### src/rtl/lc3_wb_pkg.sv
`default_nettype none
// ============================================================================
// Module      : lc3_wb_pkg
// Description : Shared types and helpers for the LC3 writeback stage.
// Revision    : 1.0 - initial release
// ============================================================================
package lc3_wb_pkg;

  // Writeback result source select
  typedef enum logic [1:0] {
    WB_ALU = 2'd0,
    WB_MEM = 2'd1,
    WB_PC  = 2'd2,
    WB_NPC = 2'd3
  } wb_src_e;

  // PSR value out of reset: Z set
  localparam logic [2:0] PSR_RESET = 3'b010;

  // Condition codes {N,Z,P} from the result sign bit and zero flag.
  // Exactly one bit is ever set.
  function automatic logic [2:0] nzp_f(input logic msb, input logic is_zero);
    if (msb) begin
      nzp_f = 3'b100;
    end else if (is_zero) begin
      nzp_f = 3'b010;
    end else begin
      nzp_f = 3'b001;
    end
  endfunction

endpackage : lc3_wb_pkg
`default_nettype wire

### src/rtl/lc3_regfile.sv
`default_nettype none
// ============================================================================
// Module      : lc3_regfile
// Description : NUM_REGS x DATA_WIDTH register file, one synchronous write
//               port, NUM_RD combinational read ports, async active-low reset.
// Revision    : 1.0 - initial release
// ============================================================================
module lc3_regfile #(
  parameter int DATA_WIDTH = 16,
  parameter int NUM_REGS   = 8,
  parameter int NUM_RD     = 2,
  parameter int REG_AW     = $clog2(NUM_REGS)
) (
  input  logic                         clock,
  input  logic                         reset_n,
  input  logic                         we,
  input  logic [REG_AW-1:0]            waddr,
  input  logic [DATA_WIDTH-1:0]        wdata,
  input  logic [NUM_RD*REG_AW-1:0]     rd_addr,
  output logic [NUM_RD*DATA_WIDTH-1:0] rd_data
);

  logic [DATA_WIDTH-1:0] mem_q [NUM_REGS];
  logic [DATA_WIDTH-1:0] mem_d [NUM_REGS];

  // Next-state of the array: only the addressed entry changes on a write
  always_comb begin
    for (int i = 0; i < NUM_REGS; i++) begin
      mem_d[i] = mem_q[i];
    end
    if (we) begin
      mem_d[waddr] = wdata;
    end
  end

  // Storage register with asynchronous clear
  always_ff @(posedge clock or negedge reset_n) begin
    if (!reset_n) begin
      for (int i = 0; i < NUM_REGS; i++) begin
        mem_q[i] <= '0;
      end
    end else begin
      for (int i = 0; i < NUM_REGS; i++) begin
        mem_q[i] <= mem_d[i];
      end
    end
  end

  generate
    for (genvar g = 0; g < NUM_RD; g++) begin : g_rd
      assign rd_data[g*DATA_WIDTH +: DATA_WIDTH] = mem_q[rd_addr[g*REG_AW +: REG_AW]];
    end
  endgenerate

endmodule : lc3_regfile
`default_nettype wire

### src/rtl/lc3_writeback_rf.sv
`default_nettype none
// ============================================================================
// Module      : lc3_writeback_rf
// Description : LC3 writeback stage: source mux, one-entry commit stage,
//               register file write, NZP PSR update and read forwarding.
// Revision    : 1.0 - initial release
// ============================================================================
module lc3_writeback_rf
  import lc3_wb_pkg::*;
#(
  parameter  int DATA_WIDTH = 16,
  parameter  int NUM_REGS   = 8,
  parameter  int NUM_RD     = 2,
  localparam int REG_AW     = $clog2(NUM_REGS)
) (
  input  logic                         clock,
  input  logic                         reset_n,
  input  logic                         in_valid,
  output logic                         in_ready,
  input  logic [1:0]                   W_Control,
  input  logic [DATA_WIDTH-1:0]        aluout,
  input  logic [DATA_WIDTH-1:0]        memout,
  input  logic [DATA_WIDTH-1:0]        pcout,
  input  logic [DATA_WIDTH-1:0]        npc,
  input  logic [REG_AW-1:0]            dr,
  input  logic                         psr_en,
  input  logic                         commit_hold,
  input  logic [NUM_RD*REG_AW-1:0]     rd_addr,
  output logic [NUM_RD*DATA_WIDTH-1:0] rd_data,
  output logic [2:0]                   psr,
  output logic                         wb_valid,
  output logic [REG_AW-1:0]            wb_dr
);

  logic                  wb_valid_q, wb_valid_d;
  logic [DATA_WIDTH-1:0] wb_value_q, wb_value_d;
  logic [REG_AW-1:0]     wb_dr_q,    wb_dr_d;
  logic                  wb_psr_en_q, wb_psr_en_d;
  logic [2:0]            psr_q,      psr_d;

  logic                  accept;
  logic                  commit;
  logic [DATA_WIDTH-1:0] src_value;
  logic [NUM_RD*DATA_WIDTH-1:0] rf_rd_data;

  // Stage frees up when empty or when it is about to drain; in_valid is not involved
  assign in_ready = !wb_valid_q || !commit_hold;
  assign accept   = in_valid && in_ready;
  assign commit   = wb_valid_q && !commit_hold;

  // Result source select
  always_comb begin
    src_value = aluout;
    case (W_Control)
      WB_ALU:  src_value = aluout;
      WB_MEM:  src_value = memout;
      WB_PC:   src_value = pcout;
      WB_NPC:  src_value = npc;
      default: src_value = aluout;
    endcase
  end

  // Commit-stage and PSR next state: a new capture takes priority over draining
  always_comb begin
    wb_valid_d  = wb_valid_q;
    wb_value_d  = wb_value_q;
    wb_dr_d     = wb_dr_q;
    wb_psr_en_d = wb_psr_en_q;
    psr_d       = psr_q;
    if (commit) begin
      wb_valid_d = 1'b0;
      if (wb_psr_en_q) begin
        psr_d = nzp_f(wb_value_q[DATA_WIDTH-1], wb_value_q == '0);
      end
    end
    if (accept) begin
      wb_valid_d  = 1'b1;
      wb_value_d  = src_value;
      wb_dr_d     = dr;
      wb_psr_en_d = psr_en;
    end
  end

  // Commit-stage and PSR registers; reset discards any pending commit
  always_ff @(posedge clock or negedge reset_n) begin
    if (!reset_n) begin
      wb_valid_q  <= 1'b0;
      wb_value_q  <= '0;
      wb_dr_q     <= '0;
      wb_psr_en_q <= 1'b0;
      psr_q       <= PSR_RESET;
    end else begin
      wb_valid_q  <= wb_valid_d;
      wb_value_q  <= wb_value_d;
      wb_dr_q     <= wb_dr_d;
      wb_psr_en_q <= wb_psr_en_d;
      psr_q       <= psr_d;
    end
  end

  lc3_regfile #(
    .DATA_WIDTH (DATA_WIDTH),
    .NUM_REGS   (NUM_REGS),
    .NUM_RD     (NUM_RD),
    .REG_AW     (REG_AW)
  ) u_regfile (
    .clock   (clock),
    .reset_n (reset_n),
    .we      (commit),
    .waddr   (wb_dr_q),
    .wdata   (wb_value_q),
    .rd_addr (rd_addr),
    .rd_data (rf_rd_data)
  );

  // Pending commit value bypasses the array so readers never see stale data
  generate
    for (genvar g = 0; g < NUM_RD; g++) begin : g_fwd
      assign rd_data[g*DATA_WIDTH +: DATA_WIDTH] =
        (wb_valid_q && (rd_addr[g*REG_AW +: REG_AW] == wb_dr_q)) ?
          wb_value_q : rf_rd_data[g*DATA_WIDTH +: DATA_WIDTH];
    end
  endgenerate

  assign psr      = psr_q;
  assign wb_valid = wb_valid_q;
  assign wb_dr    = wb_dr_q;

endmodule : lc3_writeback_rf
`default_nettype wire

### config.mk
export PLATFORM = sky130hd
export DESIGN_NAME = lc3_writeback_rf
export DESIGN_NICKNAME = d
export VERILOG_FILES = /design/src/rtl/lc3_wb_pkg.sv /design/src/rtl/lc3_regfile.sv /design/src/rtl/lc3_writeback_rf.sv
export SDC_FILE = /design/constraint.sdc
export NUM_CORES = 1
export LEC_CHECK = 0
export ABC_CLOCK_PERIOD_IN_PS = 1700
export BUFFER_PORTS_ARGS = -buffer_cell sky130_fd_sc_hd__buf_2
export CAP_MARGIN = 20
export CORE_MARGIN = 1
export CORE_UTILIZATION = 35
export DETAILED_ROUTE_END_ITERATION = 16
export GPL_TIMING_DRIVEN = 0
export PLACE_DENSITY_LB_ADDON = 0.1
export SETUP_SLACK_MARGIN = 0.05
export SLEW_MARGIN = 20
export SYNTH_ARGS = -nofsm -noshare
export SYNTH_HDL_FRONTEND = slang
export SYNTH_HIERARCHICAL = 1
export SYNTH_SLANG_ARGS = --single-unit
### constraint.sdc
create_clock -name clock -period 1.7 [get_ports clock]
set_input_delay 0.085 -clock clock [delete_from_list [all_inputs] [get_ports clock]]
set_output_delay 0.085 -clock clock [all_outputs]
set_load 0.05 [all_outputs]
==> results.tsv <==
stage	metric	value	unit
clock_network	root_buffer	clkbuf_16	
flow_run	cap_violations	0	
clock_network	cts_made_buffers	17	
critical_path	start_kind	register	
timing	hold_violations	0	
clock_network	cts.clk_slew.worst_paths	70	ps
yosys	yosys_warnings	6	
yosys	synth_area	8852	um2
yosys	synth-xor-area-share	0.005936	
floorplan	die_area	25930	um2
timing	fin_crit	2163	ps
place	dp_hpwl	16.05	mm
global_routing	grt_pass1_vias	6262	
timing	skew	9.361	ps
timing	fmax	462.3	MHz
timing	setup_viol	142	
clock_network	clk_latency	420	ps
yosys	synth_compound_gate_area_share	0.002403	
global_routing	gr-total-overflow	0	
critical_path	crit_required	1620	ps
final_layout	design_area	12350	um2
yosys	synth_edf_count	0	
hold_path	min_path_type	input pin to register	
yosys	syn_area_per_cell	17.12	um2
timing	rsz0062_at_grt	true	
floorplan	fp.dieH	161.0	um
power_and_ir_drop	powerDensity	1686	nW/um2
floorplan	num_rows	57	
yosys	synthTopCellsByArea	dfrtp_1 43%, mux2_2 26%, mux4_1 18%	
yosys	yosysUniqueCellTypes	31	
yosys	async_reset_ff_frac	1.000	
yosys	synthCells	517	
timing	slew_headroom	0.6003	
routing	wl	26.21	mm
place	port_buffers	117	
global_routing	antenna_found_initial	0	
yosys	yosysSeqAreaShare	0.4298	
final_layout	drive_above_1_share	0.7594	
final_layout	nets	811	
yosys	synth_seq_cells	152	
global_routing	grt_pass1_wl	40.06	mm
timing	fin_crit_sh	1.272	
yosys	yosys.area.top_type	dfrtp_1	
clock_network	htree_levels	4	
routing	drc	0	
power_and_ir_drop	irDropWorstVdd	0.0006801	V
critical_path	timing.reg2reg.setup_slack	-180	ps
yosys	synth_top_family_by_area	multiplexers	
critical_path	path_max_fanout	3	
timing	worst_pin_slew	599.6	ps
place	gp_congestion	0.7293	
timing	setup_tns	-20010	ps
critical_path	crit_arrival	2080	ps
power_and_ir_drop	power	20810	uW
yosys	muxShareOfSynthArea	0.5037	
outcome	status	complete, but fails checks	
timing	fin_ws	-463.2	ps
floorplan	die_x	161.0	um
yosys	synth-simple-area-share	0.02346	
clock_network	cts_tree	yes	
global_routing	grt_max_degree	83	
global_routing	grt_usage	0.2103	
critical_path	worstRegToRegCells	8	
yosys	synth_ff_type	dfrtp_1	
final_layout	area_delta_synth_final	39.49	%
timing	slew_viol_final	0	
clock_network	clk_path_buf_depth	2	
routing	drt_iter0_drc	397	
floorplan	io-pin-count	120	
critical_path	crit_path_end_kind	output port	
power_and_ir_drop	p_leak	0.005700	uW
final_layout	diodes	0	
outcome	violations	negative setup slack	
floorplan	initial_core_util	0.3608	
routing	viasPerCell	5.385	
routing	final_antenna_net_count	0	
floorplan	core	24530	um2
routing	drtPass1Iterations	4	
timing	hold_slack	103.9	ps
critical_path	setup.worst_path.class	register to output port	
place	dpl_cell_area	10120	um2
routing	route.vias.total	5751	
clock_network	cts_sinks	152	
yosys	syn_nets	597	
yosys	yosysTopAreaCellShare	0.4269	
routing	wl_per_cell	24.54	um
hold_path	hold_path_depth	3	
yosys	synthAdderAreaFrac	0	
## where the power goes
| group | internal [uW] | leakage [uW] | switching, uW |
|---|---|---|---|
| registers | 5260 | 0.00182 | 1600 |
| logic | 6320 | 0.00361 | 3960 |
| clock network | 2050 | 0.000270 | 1620 |
## worst max-delay path, stage by stage, from the launching register on
cell	delay (ps)
dfrtp_1	420
mux4_2	530
mux2_2	280
mux2_4	270
buf_8	150
## cell families after synthesis
kind of cell / Yosys count
multiplexers: 292
flip-flops: 152
AND/OR/NAND/NOR: 22
AO/OA/AOI/OAI: 3
XOR/XNOR: 6
buffers and inverters: 42
## state kept, by name (all words and copies together), names as in the netlist
register	count
psr	3
u_regfile/mem_q	128
wb_dr	3
wb_psr_en_q	1
wb_valid	1
wb_value_q	16
## layout make-up
cell class / instances / area [um2]
buffer: 38 / 460.4
multi-input combinational: 323 / 5304
tap: 324 / 405.4
fill: 2071 / 12190
inverter: 1 / 3.754
timing repair buffer: 198 / 1797
sequential: 152 / 3810
clock buffer: 18 / 429.2
clock inverter: 14 / 138.9
## worst paths after layout
kind,from,end
min in group asynchronous,reset_n,u_regfile/mem_q[87]$_DFFE_PN0P_
max in group asynchronous,reset_n,psr[1]$_DFFE_PN1P_
hold reg to reg,psr[1]$_DFFE_PN1P_,psr[1]$_DFFE_PN1P_
hold / removal,aluout[1],wb_value_q[1]$_DFFE_PN0P_
setup reg to reg,wb_valid$_DFFE_PN0P_,u_regfile/mem_q[89]$_DFFE_PN0P_
setup / recovery,u_regfile/mem_q[32]$_DFFE_PN0P_,rd_data[0]
## cell usage in the layout, fill, tap and decap left out, types with 2 or more instances in the layout
cell type / count
buf_12: 16
buf_16: 2
buf_2: 86
buf_4: 37
buf_6: 40
buf_8: 34
clkbuf_1: 2
clkbuf_16: 19
clkbuf_2: 5
clkdlybuf4s15_2: 5
clkinv_4: 3
clkinvlp_4: 3
dfrtp_1: 147
dfrtp_2: 4
dlygate4sd3_1: 7
inv_6: 5
mux2_2: 41
mux2_4: 171
mux4_1: 11
mux4_2: 69
nand4_4: 3
nand4b_4: 3
nor4_1: 2
nor4_2: 2
nor4bb_4: 2
xnor2_2: 6
## Yosys cell counts, types with 4 or more instances
library cell / number
buf_1: 5
buf_2: 11
buf_4: 5
buf_6: 13
clkbuf_1: 4
dfrtp_1: 151
mux2_2: 202
mux2_4: 10
mux4_1: 62
mux4_2: 18
nor4_1: 4
xnor2_1: 6
## what timing repair did
item | 4_1_cts | 5_1_grt
buffers inserted | 40 | 29
hold buffers | 7 | 0
gates cloned | 3 | 2
pin swaps | 6 | 8
resized for setup | 309 | 50
hold endpoints to repair | 75 | 0
endpoints found under the setup margin | 160 | 147
## through the flow
step / worst slack, ps / instances / utilization
finish: -463.2 / 1068 / 0.5033
global route: -479.4 / 1068 / 0.5033
CTS: -435.0 / 1041 / 0.4878
detailed placement: -584.7 / 959 / 0.4125
global placement: -2037 / 958 / 0.4110
floorplan: -195.7 / 517 / -
## layer usage
layer | global-route usage | vias to the layer above | share of wire
li1 | - | 2482 | -
met5 | 0 | - | 0
met2 | 0.3388 | 195 | 0.48
met1 | 0.2925 | 3048 | 0.45
met4 | 0.05746 | 0 | 0.016
met3 | 0.03647 | 26 | 0.051
No activity file was read; power rests on OpenSTA's default activity.
